===== src/rtl/rv32_imem_arbiter.sv =====
// Two-requester arbiter for the 8192x32 instruction memory: fetch (read-only) vs loader (r/w).
// Optional RV32_IMEM_ARB_OUTREG_EN adds one output register stage on rvalid/rdata.
module rv32_imem_arbiter #(
  parameter int unsigned ADDR_W    = 13,
  parameter int unsigned DATA_W    = 32,
  parameter int unsigned MAX_BURST = 8
) (
  input  logic              clock,
  input  logic              reset,
  input  logic              if_req,
  input  logic [ADDR_W-1:0] if_addr,
  output logic              if_gnt,
  output logic              if_rvalid,
  output logic [DATA_W-1:0] if_rdata,
  input  logic              ld_req,
  input  logic              ld_we,
  input  logic [ADDR_W-1:0] ld_addr,
  input  logic [DATA_W-1:0] ld_wdata,
  output logic              ld_gnt,
  output logic              ld_rvalid,
  output logic [DATA_W-1:0] ld_rdata,
  output logic [ADDR_W-1:0] mem_rdaddress,
  output logic [ADDR_W-1:0] mem_wraddress,
  output logic [DATA_W-1:0] mem_data,
  output logic              mem_wren,
  input  logic [DATA_W-1:0] mem_q
);

  localparam logic [7:0] MaxBurst = 8'(MAX_BURST);

  logic [7:0]        burst_cnt_q, burst_cnt_d;
  logic              own_if_q, own_if_d;
  logic              own_ld_q, own_ld_d;
  logic [DATA_W-1:0] if_rdata_q, if_rdata_d;
  logic [DATA_W-1:0] ld_rdata_q, ld_rdata_d;
  logic              fetch_prio;
  logic [ADDR_W-1:0] win_addr;

  // Fetch only outranks the loader once the loader has used up its burst allowance.
  always_comb begin
    fetch_prio = (burst_cnt_q == MaxBurst);
    ld_gnt     = ~reset & ld_req & (~if_req | ~fetch_prio);
    if_gnt     = ~reset & if_req & (~ld_req | fetch_prio);
  end

  always_comb begin
    burst_cnt_d = burst_cnt_q;
    if (!if_req || if_gnt) begin
      burst_cnt_d = 8'd0;
    end else if (ld_gnt && (burst_cnt_q != MaxBurst)) begin
      burst_cnt_d = burst_cnt_q + 8'd1;
    end
  end

  always_comb begin
    win_addr = '0;
    mem_data = '0;
    if (if_gnt) begin
      win_addr = if_addr;
      mem_data = ld_wdata;
    end else if (ld_gnt) begin
      win_addr = ld_addr;
      mem_data = ld_wdata;
    end
    mem_rdaddress = win_addr;
    mem_wraddress = win_addr;
    mem_wren      = ld_gnt & ld_we;
  end

  // Writes never claim the read-return slot.
  always_comb begin
    own_if_d = if_gnt;
    own_ld_d = ld_gnt & ~ld_we;
  end

  always_ff @(posedge clock) begin
    if (reset) begin
      burst_cnt_q <= 8'd0;
      own_if_q    <= 1'b0;
      own_ld_q    <= 1'b0;
    end else begin
      burst_cnt_q <= burst_cnt_d;
      own_if_q    <= own_if_d;
      own_ld_q    <= own_ld_d;
    end
  end

  // Each requester's data register keeps its last returned word while not owning the port.
  always_comb begin
    if_rdata_d = own_if_q ? mem_q : if_rdata_q;
    ld_rdata_d = own_ld_q ? mem_q : ld_rdata_q;
  end

`ifdef RV32_IMEM_ARB_OUTREG_EN
  logic if_rvalid_q, ld_rvalid_q;

  always_ff @(posedge clock) begin
    if (reset) begin
      if_rvalid_q <= 1'b0;
      ld_rvalid_q <= 1'b0;
      if_rdata_q  <= '0;
      ld_rdata_q  <= '0;
    end else begin
      if_rvalid_q <= own_if_q;
      ld_rvalid_q <= own_ld_q;
      if_rdata_q  <= if_rdata_d;
      ld_rdata_q  <= ld_rdata_d;
    end
  end

  always_comb begin
    if_rvalid = ~reset & if_rvalid_q;
    ld_rvalid = ~reset & ld_rvalid_q;
    if_rdata  = reset ? '0 : if_rdata_q;
    ld_rdata  = reset ? '0 : ld_rdata_q;
  end
`else
  always_ff @(posedge clock) begin
    if (reset) begin
      if_rdata_q <= '0;
      ld_rdata_q <= '0;
    end else begin
      if_rdata_q <= if_rdata_d;
      ld_rdata_q <= ld_rdata_d;
    end
  end

  // Reset gating drops a read still in flight when reset lands.
  always_comb begin
    if_rvalid = ~reset & own_if_q;
    ld_rvalid = ~reset & own_ld_q;
    if_rdata  = reset ? '0 : if_rdata_d;
    ld_rdata  = reset ? '0 : ld_rdata_d;
  end
`endif

endmodule

===== config.mk =====
export PLATFORM = sky130hd
export DESIGN_NAME = rv32_imem_arbiter
export DESIGN_NICKNAME = d
export VERILOG_FILES = /design/src/rtl/rv32_imem_arbiter.sv
export SDC_FILE = /design/constraint.sdc
export NUM_CORES = 1
export LEC_CHECK = 0
export ABC_AREA = 1
export BUFFER_PORTS_ARGS = -buffer_cell sky130_fd_sc_hd__buf_2
export CAP_MARGIN = 15
export CELL_PAD_IN_SITES_DETAIL_PLACEMENT = 0
export CELL_PAD_IN_SITES_GLOBAL_PLACEMENT = 1
export CORE_MARGIN = 5
export CORE_UTILIZATION = 27
export DETAILED_ROUTE_END_ITERATION = 7
export GPL_TIMING_DRIVEN = 1
export PLACE_DENSITY_LB_ADDON = 0.1
export SYNTH_ARGS = -nofsm -noshare
export SYNTH_HDL_FRONTEND = slang
export SYNTH_SLANG_ARGS = --single-unit

===== constraint.sdc =====
create_clock -name clock -period 1.65 [get_ports clock]
set_clock_uncertainty 0.1 [all_clocks]
set_input_delay 0 -clock clock [delete_from_list [all_inputs] [get_ports clock]]
set_output_delay 0 -clock clock [all_outputs]
set_load 0.05 [all_outputs]

Yosys cells after proc, flatten, opt, wreduce, memory -nomap -nowiden:

Index checks and enable logic that the tools add are counted.

* eq/ne operators: 2
* mux-type cells: 8
* reductions and logical operators: 4
* $add $sub $neg: 1
* bitwise logic cells: 15

Operators with widths (number)
* 32-bit 2-to-1 mux: 6
* 13-bit 2-to-1 mux: 2
* 8-bit by 1-bit adder with 8-bit output, second input constant: 1
* 1-bit AND: 8
* 8-bit by 4-bit == test with 1-bit output, second input constant: 1
* 8-bit by 4-bit != test with 1-bit output, second input constant: 1
* 1-bit NOT: 5
* 1-bit OR: 2
* 2-bit OR reduction: 1
* 1-bit logical AND: 1
* 1-bit logical NOT: 1
* 1-bit logical OR: 1

* logic and storage cells: 35
* input port bits: 95
* register bits after elaboration: 74
* output and inout port bits: 127

Longest topological paths before layout:

* depth in word-level cells: 6
* gate-level depth with buffers: 11
* gate-level depth less buffers: 9

Worst setup path after synthesis:

No wires, ideal clock.

* path kind: register to output
* from: register burst_cnt_q[0]
* to: output port if_gnt
* buffers on the path: 0
* required time: 1.550 ns
* stages on the path, launching flop included: 7
* arrival: 1.895 ns
* slack: -0.345 ns
* path through: dfxtp_1 -> inv_1 -> ha_1 -> nand3_2 -> nor2_4 -> nor2_4 -> nor3_1

* cells in the longest elaborated chain, start to end: 3

Ends and longest elaborated chain
* from (decl): line 31 `logic [7:0] burst_cnt_q, burst_cnt_d;`
* from (signal assigned): line 82 `burst_cnt_q <= burst_cnt_d;`
* 8-bit by 4-bit == test with 1-bit output: line 41 `fetch_prio = (burst_cnt_q == MaxBurst);`
* 1-bit OR: line 43 `if_gnt = ~reset & if_req & (~ld_req | fetch_prio);`
* 1-bit AND: line 43
* to (decl): line 12 `output logic if_gnt,`

Every way passes these cells.

Final worst setup path:

* from: register burst_cnt_q[0]
* to: output port mem_wren

* cells in the longest elaborated chain, start to end: 5

Ends and longest elaborated chain
* 8-bit by 4-bit == test with 1-bit output: line 41
* 1-bit NOT: line 42 `ld_gnt = ~reset & ld_req & (~if_req | ~fetch_prio);`
* 1-bit OR: line 42
* 1-bit AND: line 42
* 1-bit AND: line 67 `mem_wren = ld_gnt & ld_we;`
* to (decl): line 25 `output logic mem_wren,`

Every way passes these cells.

==> flow_summary.yaml <==
cts:
  tritoncts.num_buffers: 9
  cts_tree: "done"
  clock_path_buffers: 2
  worstSkewPairLatency_ns: 0.32
  clock_slew_at_the_register_clock_pins_of_the_worst_setup_and_hold_paths_ns: 0.05
  cts_root_buffer: "sky130_fd_sc_hd__clkbuf_16"
  clock-sinks: 74
  cts.htree.levels: 3
pwr:
  share_seq_of_total_power: 0.343
  worst_ir_drop_vdd_mv: 0.622
  p_leak_nw: 3.00
  fin_total_pwr_mw: 5.51
  combPwrFrac: 0.271
  swShare: 0.319
  cell_internal_pwr_mw: 3.75
  switchingPower_mw: 1.76
  clkPwrFrac: 0.386
  power_density_mw_per_mm2: 931
yosys:
  post_synth_inst_count: 483
  synth.mux.area_fraction: 0
  netlist.top_cell.by_area: "sky130_fd_sc_hd__dfxtp_1"
  synth_warnings: 0
  yosys.area.top_type_share: 0.455
  yosys.area_share.xor_xnor: 0
  synth_area_sq_mm: 0.00326
  synth_compound_area_frac: 0.109
  synth_top_cells_by_area: "sky130_fd_sc_hd__dfxtp_1 45%, sky130_fd_sc_hd__nor2_1 20%, sky130_fd_sc_hd__o21ai_0 10%"
  synthesized_net_count: 580
  yosysSeqAreaShare: 0.455
  postSynthAreaPerCell_sq_um: 6.75
  yosysUniqueCellTypes: 20
  postSynthRegisterBits: 74
  synth_simple_gate_area_share: 0.308
  synth_fa_ha_area_frac: 0.00768
  dominant_combinational_cell_family_by_area_after_synthesis: "simple AND/OR/NAND/NOR gates"
finish:
  utilization_after_layout: 0.496
  area_growth_pct: 81.3
  final-seq-area_sq_mm: 0.00149
  finalInstanceArea_sq_mm: 0.00591
  fillers: 1183
  share_of_layout_cells_above_drive_strength_1: 0.485
  multiInputGateArea_sq_mm: 0.00170
  nNetsFinal: 830
  stdcell_count: 886
setup_path:
  timing.critical_path.arrival_ns: 1.65
  crit_top_cell: "sky130_fd_sc_hd__nor2_4"
  worst-path-buf-inv: 4
  critical_path.top_delay_family: "buffers and inverters"
  slowest_stage_cell_on_the_critical_path: "sky130_fd_sc_hd__dfxtp_2"
  criticalPathCategory: "flip-flop to output port"
  worstPathRequired_ns: 1.55
  setup.worst_path.start_class: "flip-flop"
  crit_path_max_fanout: 3
  critPathCaptureType: "output port"
  timing.critical_path.cells: "inv_2 -> ha_4 -> nand3_4 -> nor2_4 -> nand2_2 -> nand2_4 -> buf_4 -> buf_6 -> nor2_4 -> buf_8"
  critPathMaxStageDelay_ns: 0.33
sta:
  hold_ws_ns: 0.0449
  final-max-slew-violation-count: 0
  finalHoldViolCount: 0
  finalSetupTns_ns: -1.46
  max_clock_freq_ghz: 0.572
  max_slew_margin: 0.647
  timing.final.crit_period_ns: 1.75
  rsz0062_at_grt: "true"
  max_slew.worst_pin.slew_ns: 0.529
  postLayoutSetupSlackWorst_ns: -0.0981
  report.final.setup_viol: 28
  timing.final.crit_share: 1.06
global_routing:
  first_global_vias: 3804
  grt_usage: 0.174
  grt_start_max_net_pins: 65
  grt_pass1_wl_um: 19900
  global_route.overflow_total: 0
  initial_antenna_violation_count: 1
place:
  place_ws_ns: -0.0202
  finalWeightedCongestion: 0.841
  placement.cell_area_sq_mm: 0.00477
  place.detailed.hpwl_um: 9340
  io_buffer_count: 221
  dpl.cell_count: 831
outcome:
  failing_checks: "setup timing"
  run_status: "complete, but fails checks"
floorplanning:
  placementRows: 40
  core-area_sq_mm: 0.0119
  initial_utilization: 0.274
  chipWidth_um: 120
  die-area_sq_mm: 0.0144
  ios: 222
  die_y_um: 120
drt:
  detail_route.first_pass.iterations: 4
  wl_um: 12500
  num_vias: 3859
  drt-wirelength-per-cell_um: 14.1
  routed_via_density: 4.36
  antenna_violating_nets_post_route: 0
  drtIter0Drc: 136
  route.detailed.drc: 0
min_path:
  hp-class: "primary input to flip-flop"
run:
  cap_violations: 0
## power by group through the flow
stage | logic [mW] | registers, mW | clock network, mW
global placement | 1.31 | 1.92 | 0
detailed placement | 1.31 | 1.93 | 0
global route | 1.58 | 1.90 | 2.26
CTS | 1.46 | 1.89 | 2.19
floorplan | 0.948 | 1.92 | 0
finish | 1.49 | 1.89 | 2.13
## cell families after synthesis
family                   Yosys count
AO/OA/AOI/OAI                     71
adder cells (fa/ha/maj)            2
buffers and inverters             86
flip-flops                        74
AND/OR/NAND/NOR                  250
## flip-flops by register name, indices dropped and copies added, names as in the netlist
| register | flops |
|---|---|
| burst_cnt_q | 8 |
| if_rdata_q | 32 |
| ld_rdata_q | 32 |
| own_if_q | 1 |
| own_ld_q | 1 |
## cell usage after synthesis
| cell type | number |
|---|---|
| sky130_fd_sc_hd__a21oi_1 | 4 |
| sky130_fd_sc_hd__ha_1 | 2 |
| sky130_fd_sc_hd__o21ai_0 | 66 |
| sky130_fd_sc_hd__inv_1 | 46 |
| sky130_fd_sc_hd__a31oi_1 | 1 |
| sky130_fd_sc_hd__nor2_4 | 2 |
| sky130_fd_sc_hd__nor2_2 | 4 |
| sky130_fd_sc_hd__clkbuf_1 | 18 |
| sky130_fd_sc_hd__buf_2 | 4 |
| sky130_fd_sc_hd__nor3_1 | 4 |
| sky130_fd_sc_hd__dfxtp_1 | 74 |
| sky130_fd_sc_hd__buf_4 | 13 |
| sky130_fd_sc_hd__nand2_2 | 3 |
| sky130_fd_sc_hd__nand3_1 | 16 |
| sky130_fd_sc_hd__buf_6 | 2 |
| sky130_fd_sc_hd__nor2_1 | 173 |
| sky130_fd_sc_hd__inv_2 | 3 |
| sky130_fd_sc_hd__nand3_2 | 1 |
| sky130_fd_sc_hd__nand2_1 | 46 |
| sky130_fd_sc_hd__or2_2 | 1 |
## timing repair
item	4_1_cts	5_1_grt
gates resized for setup	86	63
setup buffers	0	2
endpoints found under the setup margin	45	80
endpoints found under the hold margin	66	0
pin swaps	4	6
hold buffers	35	0
## cell type report
class | count | share of cell area
Timing Repair Buffer | 276 | 0.341
Multi-Input combinational cell | 323 | 0.287
Sequential cell | 74 | 0.251
Clock buffer | 12 | 0.0434
Inverter | 49 | 0.0332
Tap cell | 147 | 0.0311
Clock inverter | 4 | 0.0125
Antenna cell | 1 | 0.000423
## worst reg2reg max path, stage by stage (launching register included)
cell	delay [ns]
sky130_fd_sc_hd__dfxtp_2	0.33
sky130_fd_sc_hd__inv_2	0.05
sky130_fd_sc_hd__ha_4	0.16
sky130_fd_sc_hd__nand3_4	0.06
sky130_fd_sc_hd__nor2_4	0.05
sky130_fd_sc_hd__nor2_4	0.16
sky130_fd_sc_hd__buf_6	0.14
sky130_fd_sc_hd__buf_4	0.10
sky130_fd_sc_hd__nand2_2	0.10
sky130_fd_sc_hd__nor3_1	0.14
## final timing paths
kind / start / end / slack [ns] / cells past startpoint
max reg2reg: burst_cnt_q[0]$_SDFFE_PP0P_ / burst_cnt_q[2]$_SDFFE_PP0P_ / 0.19 / 9
max: burst_cnt_q[0]$_SDFFE_PP0P_ / mem_wren / -0.1 / 10
min: reset / burst_cnt_q[4]$_SDFFE_PP0P_ / 0.04 / 4
min reg2reg: burst_cnt_q[6]$_SDFFE_PP0P_ / burst_cnt_q[6]$_SDFFE_PP0P_ / 0.41 / 2
## routing by layer
metal / track usage / up-vias / share of wire / routed length (um)
li1: - / 1978 / - / -
met1: 0.191 / 1735 / 0.39 / 4910
met2: 0.317 / 138 / 0.52 / 6480
met3: 0.0622 / 8 / 0.078 / 981
met4: 0.0437 / 0 / 0.010 / 125
met5: 0 / - / 0 / 0
## layout by cell type (no fill, tap or decap)
cell type,instances
sky130_fd_sc_hd__nand3_1,14
sky130_fd_sc_hd__nor3_4,1
sky130_fd_sc_hd__nor2_4,3
sky130_fd_sc_hd__buf_8,7
sky130_fd_sc_hd__inv_2,3
sky130_fd_sc_hd__nand2_1,30
sky130_fd_sc_hd__dlygate4sd3_1,35
sky130_fd_sc_hd__a21oi_1,4
sky130_fd_sc_hd__inv_1,44
sky130_fd_sc_hd__ha_4,1
sky130_fd_sc_hd__nand2_4,14
sky130_fd_sc_hd__clkbuf_8,2
sky130_fd_sc_hd__clkbuf_16,9
sky130_fd_sc_hd__or2_2,1
sky130_fd_sc_hd__dfxtp_1,70
sky130_fd_sc_hd__clkbuf_4,20
sky130_fd_sc_hd__clkinv_2,1
sky130_fd_sc_hd__nand3_2,2
sky130_fd_sc_hd__inv_8,1
sky130_fd_sc_hd__nor2_2,65
sky130_fd_sc_hd__nand3_4,1
sky130_fd_sc_hd__dfxtp_2,4
sky130_fd_sc_hd__buf_12,5
sky130_fd_sc_hd__inv_6,1
sky130_fd_sc_hd__bufinv_16,2
sky130_fd_sc_hd__clkbuf_1,1
sky130_fd_sc_hd__a31oi_1,1
sky130_fd_sc_hd__buf_6,29
sky130_fd_sc_hd__diode_2,1
sky130_fd_sc_hd__buf_4,32
sky130_fd_sc_hd__clkinv_4,1
sky130_fd_sc_hd__nor2_1,111
sky130_fd_sc_hd__nor3_1,3
sky130_fd_sc_hd__ha_1,1
sky130_fd_sc_hd__o21ai_0,66
sky130_fd_sc_hd__nand2_2,5
sky130_fd_sc_hd__buf_2,148
No activity file was read; power rests on OpenSTA's default activity.
